### config.mk
export PLATFORM = sky130hd
export DESIGN_NAME = cpu_result_monitor
export DESIGN_NICKNAME = d
export VERILOG_FILES = /design/src/rtl/cpu_monitor_pkg.sv /design/src/rtl/monitor_ram.sv /design/src/rtl/cpu_result_monitor.sv
export SDC_FILE = /design/constraint.sdc
export NUM_CORES = 1
export LEC_CHECK = 0
export ABC_AREA = 1
export ABC_CLOCK_PERIOD_IN_PS = 2700
export BUFFER_PORTS_ARGS = -buffer_cell sky130_fd_sc_hd__buf_2
export CORE_MARGIN = 2
export CORE_UTILIZATION = 50
export DETAILED_ROUTE_END_ITERATION = 12
export GPL_TIMING_DRIVEN = 1
export PLACE_DENSITY = 0.67
export SYNTH_ARGS = -nofsm -noshare
export SYNTH_HDL_FRONTEND = slang
export SYNTH_SLANG_ARGS = --single-unit
### constraint.sdc
create_clock -name clk -period 2.7 [get_ports clk]
set_input_delay 0.54 -clock clk [delete_from_list [all_inputs] [get_ports clk]]
set_output_delay 0.54 -clock clk [all_outputs]
set_load 0.02 [all_outputs]
### src/rtl/cpu_monitor_pkg.sv
// Shared types and defaults for the CPU result monitor.
package cpu_monitor_pkg;

  localparam int DEF_DATA_W     = 16;
  localparam int DEF_DEPTH      = 16;
  localparam int DEF_MAX_CYCLES = 1000;

  typedef enum logic [1:0] {
    ST_IDLE = 2'd0,
    ST_RUN  = 2'd1,
    ST_DONE = 2'd2
  } mon_state_e;

  // Increment that sticks at i_max instead of wrapping; callers cast to their width.
  function automatic logic [31:0] sat_inc(input logic [31:0] i_val, input logic [31:0] i_max);
    return (i_val >= i_max) ? i_max : i_val + 32'd1;
  endfunction

endpackage

### src/rtl/monitor_ram.sv
// Simple dual-port RAM: synchronous write, registered read (read-before-write on
// a same-address collision). Array contents are never reset; only the read
// register is, so the read port shows 0 while reset is asserted.
module monitor_ram #(
  parameter int WIDTH = 16,
  parameter int DEPTH = 16,
  localparam int AW = $clog2(DEPTH)
) (
  input  logic             i_clk,
  input  logic             i_rst,
  input  logic             i_wr_en,
  input  logic [AW-1:0]    i_wr_addr,
  input  logic [WIDTH-1:0] i_wr_data,
  input  logic [AW-1:0]    i_rd_addr,
  output logic [WIDTH-1:0] o_rd_data
);

  logic [WIDTH-1:0] r_mem [DEPTH];
  logic [WIDTH-1:0] r_rd_data;

  // Write port.
  always_ff @(posedge i_clk) begin
    if (i_wr_en) r_mem[i_wr_addr] <= i_wr_data;
  end

  // Read port, one cycle of latency.
  always_ff @(posedge i_clk or posedge i_rst) begin
    if (i_rst) r_rd_data <= '0;
    else       r_rd_data <= r_mem[i_rd_addr];
  end

  assign o_rd_data = r_rd_data;

endmodule

### src/rtl/cpu_result_monitor.sv
// Run monitor for the single-cycle CPU: traces each valid ALU result, compares it
// with a preloaded expected table, and reports pass / fail / timeout.
// Optional build macro MONITOR_STOP_ON_FAIL_EN: the first mismatch ends the run.
//
// state   | meaning
// IDLE    | after reset, waiting for start; expected table writable
// RUN     | counting cycles, accepting and comparing samples
// DONE    | results held; table writable; start begins a new run
module cpu_result_monitor
  import cpu_monitor_pkg::*;
#(
  parameter int DATA_W     = DEF_DATA_W,
  parameter int DEPTH      = DEF_DEPTH,
  parameter int IDX_W      = $clog2(DEPTH),
  parameter int CYC_W      = 16,
  parameter int MAX_CYCLES = DEF_MAX_CYCLES
) (
  input  logic              clk,
  input  logic              reset,
  input  logic              start,
  input  logic [IDX_W:0]    exp_count,
  input  logic              exp_wr_en,
  input  logic [IDX_W-1:0]  exp_wr_addr,
  input  logic [DATA_W-1:0] exp_wr_data,
  input  logic              sample_valid,
  input  logic [DATA_W-1:0] sample_data,
  input  logic [IDX_W-1:0]  trace_rd_addr,
  output logic [DATA_W-1:0] trace_rd_data,
  output logic              busy,
  output logic              done,
  output logic              pass,
  output logic              timeout,
  output logic [IDX_W:0]    mismatch_count,
  output logic [IDX_W-1:0]  first_fail_idx,
  output logic [CYC_W-1:0]  cycle_count
);

  localparam logic [IDX_W:0]   CNT_ONE   = (IDX_W+1)'(1);
  localparam logic [IDX_W:0]   CNT_DEPTH = (IDX_W+1)'(DEPTH);
  localparam logic [CYC_W-1:0] CYC_MAX   = '1;
  localparam logic [CYC_W-1:0] CYC_LIMIT = CYC_W'(MAX_CYCLES - 1);

  mon_state_e        r_state, w_state_next;
  logic [IDX_W:0]    r_exp_count, r_mismatch_count, w_exp_count_eff;
  logic [IDX_W-1:0]  r_idx, r_first_fail_idx, w_idx_next;
  logic [CYC_W-1:0]  r_cycle_count, w_cycle_next;
  logic              r_timeout;
  logic              w_run, w_start_run, w_accept, w_last, w_miss, w_timeout_hit, w_end_run;
  logic              w_exp_wr_en;
  logic [DATA_W-1:0] w_exp_rd;

  assign w_run       = (r_state == ST_RUN);
  assign w_start_run = start && !w_run;
  assign w_accept    = w_run && sample_valid;
  assign w_last      = w_accept && ({1'b0, r_idx} == (r_exp_count - CNT_ONE));
  // The expected RAM is addressed one step ahead, so exp[idx] is ready when a sample lands.
  assign w_miss      = w_accept && (sample_data != w_exp_rd);
  assign w_cycle_next  = CYC_W'(sat_inc(32'(r_cycle_count), 32'(CYC_MAX)));
  // A final sample in the timeout cycle wins over the timeout.
  assign w_timeout_hit = w_run && !w_last && (w_cycle_next >= CYC_LIMIT);
  assign w_exp_wr_en   = exp_wr_en && !w_run;

  assign w_exp_count_eff = (exp_count == '0)       ? CNT_ONE   :
                           (exp_count > CNT_DEPTH) ? CNT_DEPTH : exp_count;

`ifdef MONITOR_STOP_ON_FAIL_EN
  assign w_end_run = w_last || w_timeout_hit || w_miss;
`else
  assign w_end_run = w_last || w_timeout_hit;
`endif

  // Index the run will use after this edge; drives the expected-table read address.
  always_comb begin
    w_idx_next = r_idx;
    if (w_start_run)   w_idx_next = '0;
    else if (w_accept) w_idx_next = IDX_W'(sat_inc(32'(r_idx), 32'(DEPTH - 1)));
  end

  // State register.
  always_ff @(posedge clk or posedge reset) begin
    if (reset) r_state <= ST_IDLE;
    else       r_state <= w_state_next;
  end

  // Next-state logic.
  always_comb begin
    w_state_next = r_state;
    case (r_state)
      ST_IDLE: if (start)     w_state_next = ST_RUN;
      ST_RUN:  if (w_end_run) w_state_next = ST_DONE;
      ST_DONE: if (start)     w_state_next = ST_RUN;
      default:                w_state_next = ST_IDLE;
    endcase
  end

  // Run counters and result flags: cleared on start, updated while running.
  always_ff @(posedge clk or posedge reset) begin
    if (reset) begin
      r_exp_count      <= '0;
      r_idx            <= '0;
      r_mismatch_count <= '0;
      r_first_fail_idx <= '0;
      r_cycle_count    <= '0;
      r_timeout        <= 1'b0;
    end else if (w_start_run) begin
      r_exp_count      <= w_exp_count_eff;
      r_idx            <= '0;
      r_mismatch_count <= '0;
      r_first_fail_idx <= '0;
      r_cycle_count    <= '0;
      r_timeout        <= 1'b0;
    end else if (w_run) begin
      r_cycle_count <= w_cycle_next;
      r_idx         <= w_idx_next;
      if (w_miss) begin
        r_mismatch_count <= (IDX_W+1)'(sat_inc(32'(r_mismatch_count), 32'(r_exp_count)));
        if (r_mismatch_count == '0) r_first_fail_idx <= r_idx;
      end
      if (w_timeout_hit) r_timeout <= 1'b1;
    end
  end

  monitor_ram #(.WIDTH(DATA_W), .DEPTH(DEPTH)) u_exp_ram (
    .i_clk     (clk),
    .i_rst     (reset),
    .i_wr_en   (w_exp_wr_en),
    .i_wr_addr (exp_wr_addr),
    .i_wr_data (exp_wr_data),
    .i_rd_addr (w_idx_next),
    .o_rd_data (w_exp_rd)
  );

  monitor_ram #(.WIDTH(DATA_W), .DEPTH(DEPTH)) u_trace_ram (
    .i_clk     (clk),
    .i_rst     (reset),
    .i_wr_en   (w_accept),
    .i_wr_addr (r_idx),
    .i_wr_data (sample_data),
    .i_rd_addr (trace_rd_addr),
    .o_rd_data (trace_rd_data)
  );

  assign busy           = w_run;
  assign done           = (r_state == ST_DONE);
  assign pass           = done && (r_mismatch_count == '0) && !r_timeout;
  assign timeout        = r_timeout;
  assign mismatch_count = r_mismatch_count;
  assign first_fail_idx = r_first_fail_idx;
  assign cycle_count    = r_cycle_count;

endmodule

==> impl_metrics.csv <==
group,metric,value,unit
hold_path,hold_path_end,"r_exp_count[4]$_DFFE_PP0P_",
timing,fin_skew,18.15,ps
global_routing,track_usage,0.2201,
detailed_routing,drt_iter0_drc,1347,
cells_and_area,n_fill_cell,3812,
worst_setup_path,required,3240,ps
worst_setup_path,crit_type,"reg2reg",
logic_synthesis,yosys-top-cells-area,"edfxtp_1 (64%), dfrtp_1 (7.1%), nand2_1 (3.8%)",
detailed_routing,wire_per_inst,19.64,um
timing,fin_setup_tns,0,ps
detailed_routing,routed_wirelength,54510,um
floorplanning,dieWidth,224.0,um
logic_synthesis,syn_nets,2042,
hold_path,holdPathStages,3,
logic_synthesis,synth_top_area_frac,0.6353,
logic_synthesis,ys_top_cells_by_count,"edfxtp_1 (512), nand2_1 (246), inv_1 (243), a21oi_1 (154), nand3_1 (150)",
power_and_ir_drop,vdd_drop_max,0.0006583,V
timing,rsz0062_at_grt,"no",
floorplanning,die_y,224.0,um
worst_setup_path,path_delay_family,"simple AND/OR/NAND/NOR gates",
cts,root_buffer,"clkbuf_16",
worst_setup_path,timing.rr.start,"r_idx[0]$_DFFE_PP0P_",
logic_synthesis,yosysMostFrequentCell,"edfxtp_1",
cells_and_area,antenna_cells,0,
power_and_ir_drop,p_per_area,939.5,nW/um2
timing,hold_violations,0,
logic_synthesis,ys_warn_count,0,
hold_path,hold_path.class,"in2reg",
logic_synthesis,synth_edf_count,512,
cts,insertion_delay,620,ps
cts,cts.sinks,581,
cts,clk_pin_slew,60,ps
worst_setup_path,cp.depth,11,
global_routing,grt_max_degree,90,
global_routing,grt_pass1_vias,14670,
place,place_congestion,0.8563,
worst_setup_path,crit_path_start_kind,"register",
detailed_routing,via_count,15270,
detailed_routing,drcViolationCount,0,
logic_synthesis,synth_seq_cells,581,
job,max_cap_violations,0,
floorplanning,start_util,0.5069,
cells_and_area,syn2layout_area_growth,14.50,%
logic_synthesis,ys.flop_type,"edfxtp_1",
timing,holdWs,211.1,ps
timing,finalCritPeriodShare,0.9096,
cells_and_area,layout-drive-gt1-share,0.1352,
cts,clock_path_buffers,3,
cts,cts_tree,"yes",
power_and_ir_drop,p_total,0.02603,W
timing,fin_crit,2456,ps
worst_setup_path,critPathArrivalTime,3000,ps
worst_setup_path,slowest_stage,"dfrtp_1",
global_routing,grt_pass1_wl,84370,um
floorplanning,floorplan.die_area,50180,um2
power_and_ir_drop,p_leak,10.71,nW
logic_synthesis,ys_seq_area_frac,0.7066,
detailed_routing,firstDrtPassIters,5,
worst_setup_path,critPathMaxStageDelay,470,ps
place,io_buffers,94,
timing,final_max_slew_viol_count,0,
place,dp_hpwl,32680,um
worst_setup_path,reg2reg_to,"u_exp_ram.o_rd_data[6]$_DFF_PP0_",
detailed_routing,drtAntennaViolNets,0,
worst_setup_path,reg2reg_depth,11,
logic_synthesis,synth_cells,1979,
cts,cts_buffers,58,
worst_setup_path,r2r_slack,240,ps
worst_setup_path,cp-end-kind,"register",
hold_path,hold_start,"exp_count[4]",
worst_setup_path,critPathMaxFanout,69,
logic_synthesis,yosys.cell_types.count,35,
timing,tightest_slew,873.2,ps
worst_setup_path,cp_cell_sequence,"ha_1, nand3_1, nand3_1, nand2_8, buf_12, nand2_1, nand2_1, nand2_1, nand3_1, nand3_1, nand2_1",
floorplanning,rows,80,
timing,setup_violations,0,
global_routing,globalRoute.totalOverflow,0,
logic_synthesis,async_reset_ff_frac,0.1188,
logic_synthesis,synth_area,24200,um2
detailed_routing,viasPerCell,5.504,
logic_synthesis,yosysTopAreaCell,"edfxtp_1",
floorplanning,pin_count,95,
timing,clock.fmax,407.2,MHz
worst_setup_path,path_buf_inv,1,
logic_synthesis,syn_area_per_cell,12.23,um2
timing,slew_headroom,0.4172,
cts,cts.htree.levels,2,
status,run_status,"finished clean",
floorplanning,coreArea,47750,um2
cells_and_area,fin_nets,2173,
global_routing,antenna_found_initial,0,
worst max path at each step:
stage                      startpoint                           endpoint  slack, ps
3_3_place_gp     r_idx[0]$_DFFE_PP0P_   u_exp_ram.o_rd_data[8]$_DFF_PP0_        190
5_1_grt        r_state[0]$_DFFE_PP0P_   u_exp_ram.o_rd_data[3]$_DFF_PP0_         50
6_report         r_idx[0]$_DFFE_PP0P_   u_exp_ram.o_rd_data[6]$_DFF_PP0_        240
2_1_floorplan                   reset         cycle_count[0]$_DFFE_PP0P_        420
3_5_place_dp     r_idx[0]$_DFFE_PP0P_   u_exp_ram.o_rd_data[8]$_DFF_PP0_        110
4_1_cts          r_idx[0]$_DFFE_PP0P_  u_exp_ram.o_rd_data[10]$_DFF_PP0_         70
placed cells by master (no fill, tap or decap), drive strengths merged:
| cell | count |
|---|---|
| xor2 | 10 |
| nor4 | 1 |
| o22ai | 11 |
| xnor2 | 14 |
| dlygate4sd3 | 1 |
| nor3 | 2 |
| mux2i | 64 |
| inv | 253 |
| o21a | 1 |
| a31o | 1 |
| a31oi | 2 |
| nand4 | 11 |
| buf | 165 |
| nor3b | 1 |
| nand2 | 249 |
| or2 | 19 |
| clkinv | 22 |
| dfrtp | 69 |
| nand3 | 150 |
| clkinvlp | 5 |
| nand3b | 1 |
| edfxtp | 512 |
| ha | 13 |
| clkbuf | 77 |
| nor2 | 76 |
| o21ai | 173 |
| bufinv | 5 |
| a21oi | 155 |
| o211ai | 97 |
flip-flops by register name, summed over array words and instances (netlist names), 5 cells and up:
name,flops
u_exp_ram.r_mem,256
r_exp_count,5
mismatch_count,5
u_exp_ram.o_rd_data,16
u_trace_ram.o_rd_data,16
cycle_count,16
u_trace_ram.r_mem,256
per-stage QoR:
step / instances / util / instance area (um2) / worst slack, ps
floorplan: 1979 / - / 24200 / 420.1
CTS: 2775 / 0.5803 / 27710 / 72.70
finish: 2775 / 0.5804 / 27710 / 244.2
detailed placement: 2664 / 0.5405 / 25800 / 112.6
global placement: 2664 / 0.5405 / 25800 / 193.5
global route: 2775 / 0.5804 / 27710 / 54.30
layout make-up:
class / instances / area, um2 / area share
Clock buffer: 77 / 1583 / 0.05712
Clock inverter: 33 / 311.5 / 0.01124
Inverter: 252 / 949.7 / 0.03427
Multi-Input combinational cell: 1051 / 5764 / 0.2080
Sequential cell: 581 / 17100 / 0.6171
Tap cell: 615 / 769.5 / 0.02777
Timing Repair Buffer: 166 / 1232 / 0.04447
power by group:
group          internal, W  switching (W)
Clock              0.00460        0.00331
Sequential          0.0105       0.000426
Combinational      0.00234        0.00484
Total               0.0175        0.00857
worst reg2reg max path, delay by kind of cell (launching register included):
kind,cells,cell delay [ps]
fa+ha+maj,1,250
buf+inv,1,330
flops,1,470
simple gates,9,1340
routing by layer:
layer	GRT usage	wire length, um	vias up
met5	0	0	-
met4	0.06516	1224	0
met3	0.02977	2970	94
met2	0.3790	27060	505
met1	0.2930	23250	7389
li1	-	-	7286
kinds of logic (layout without fill, tap and decap cells):
kind of cell               after synthesis  in the layout  share of synthesized area
adders and majority gates               13             13                   0.006721
AOI/OAI and AO/OA                      440            440                     0.1026
buffers and inverters                  347            528                    0.05744
and+or+nand+nor                        510            510                    0.09151
DFF                                    581            581                     0.7066
xor gates and xnor gates                24             24                   0.008685
muxes                                   64             64                    0.02647
timing repair:
| item | 4_1_cts | 5_1_grt |
|---|---|---|
| hold buffers | 1 | 0 |
| hold endpoints to repair | 23 | 0 |
| buffers inserted | 0 | 0 |
| resized for setup | 0 | 2 |
| endpoints found under the setup margin | 0 | 15 |
(Power assumes the default switching activity.)
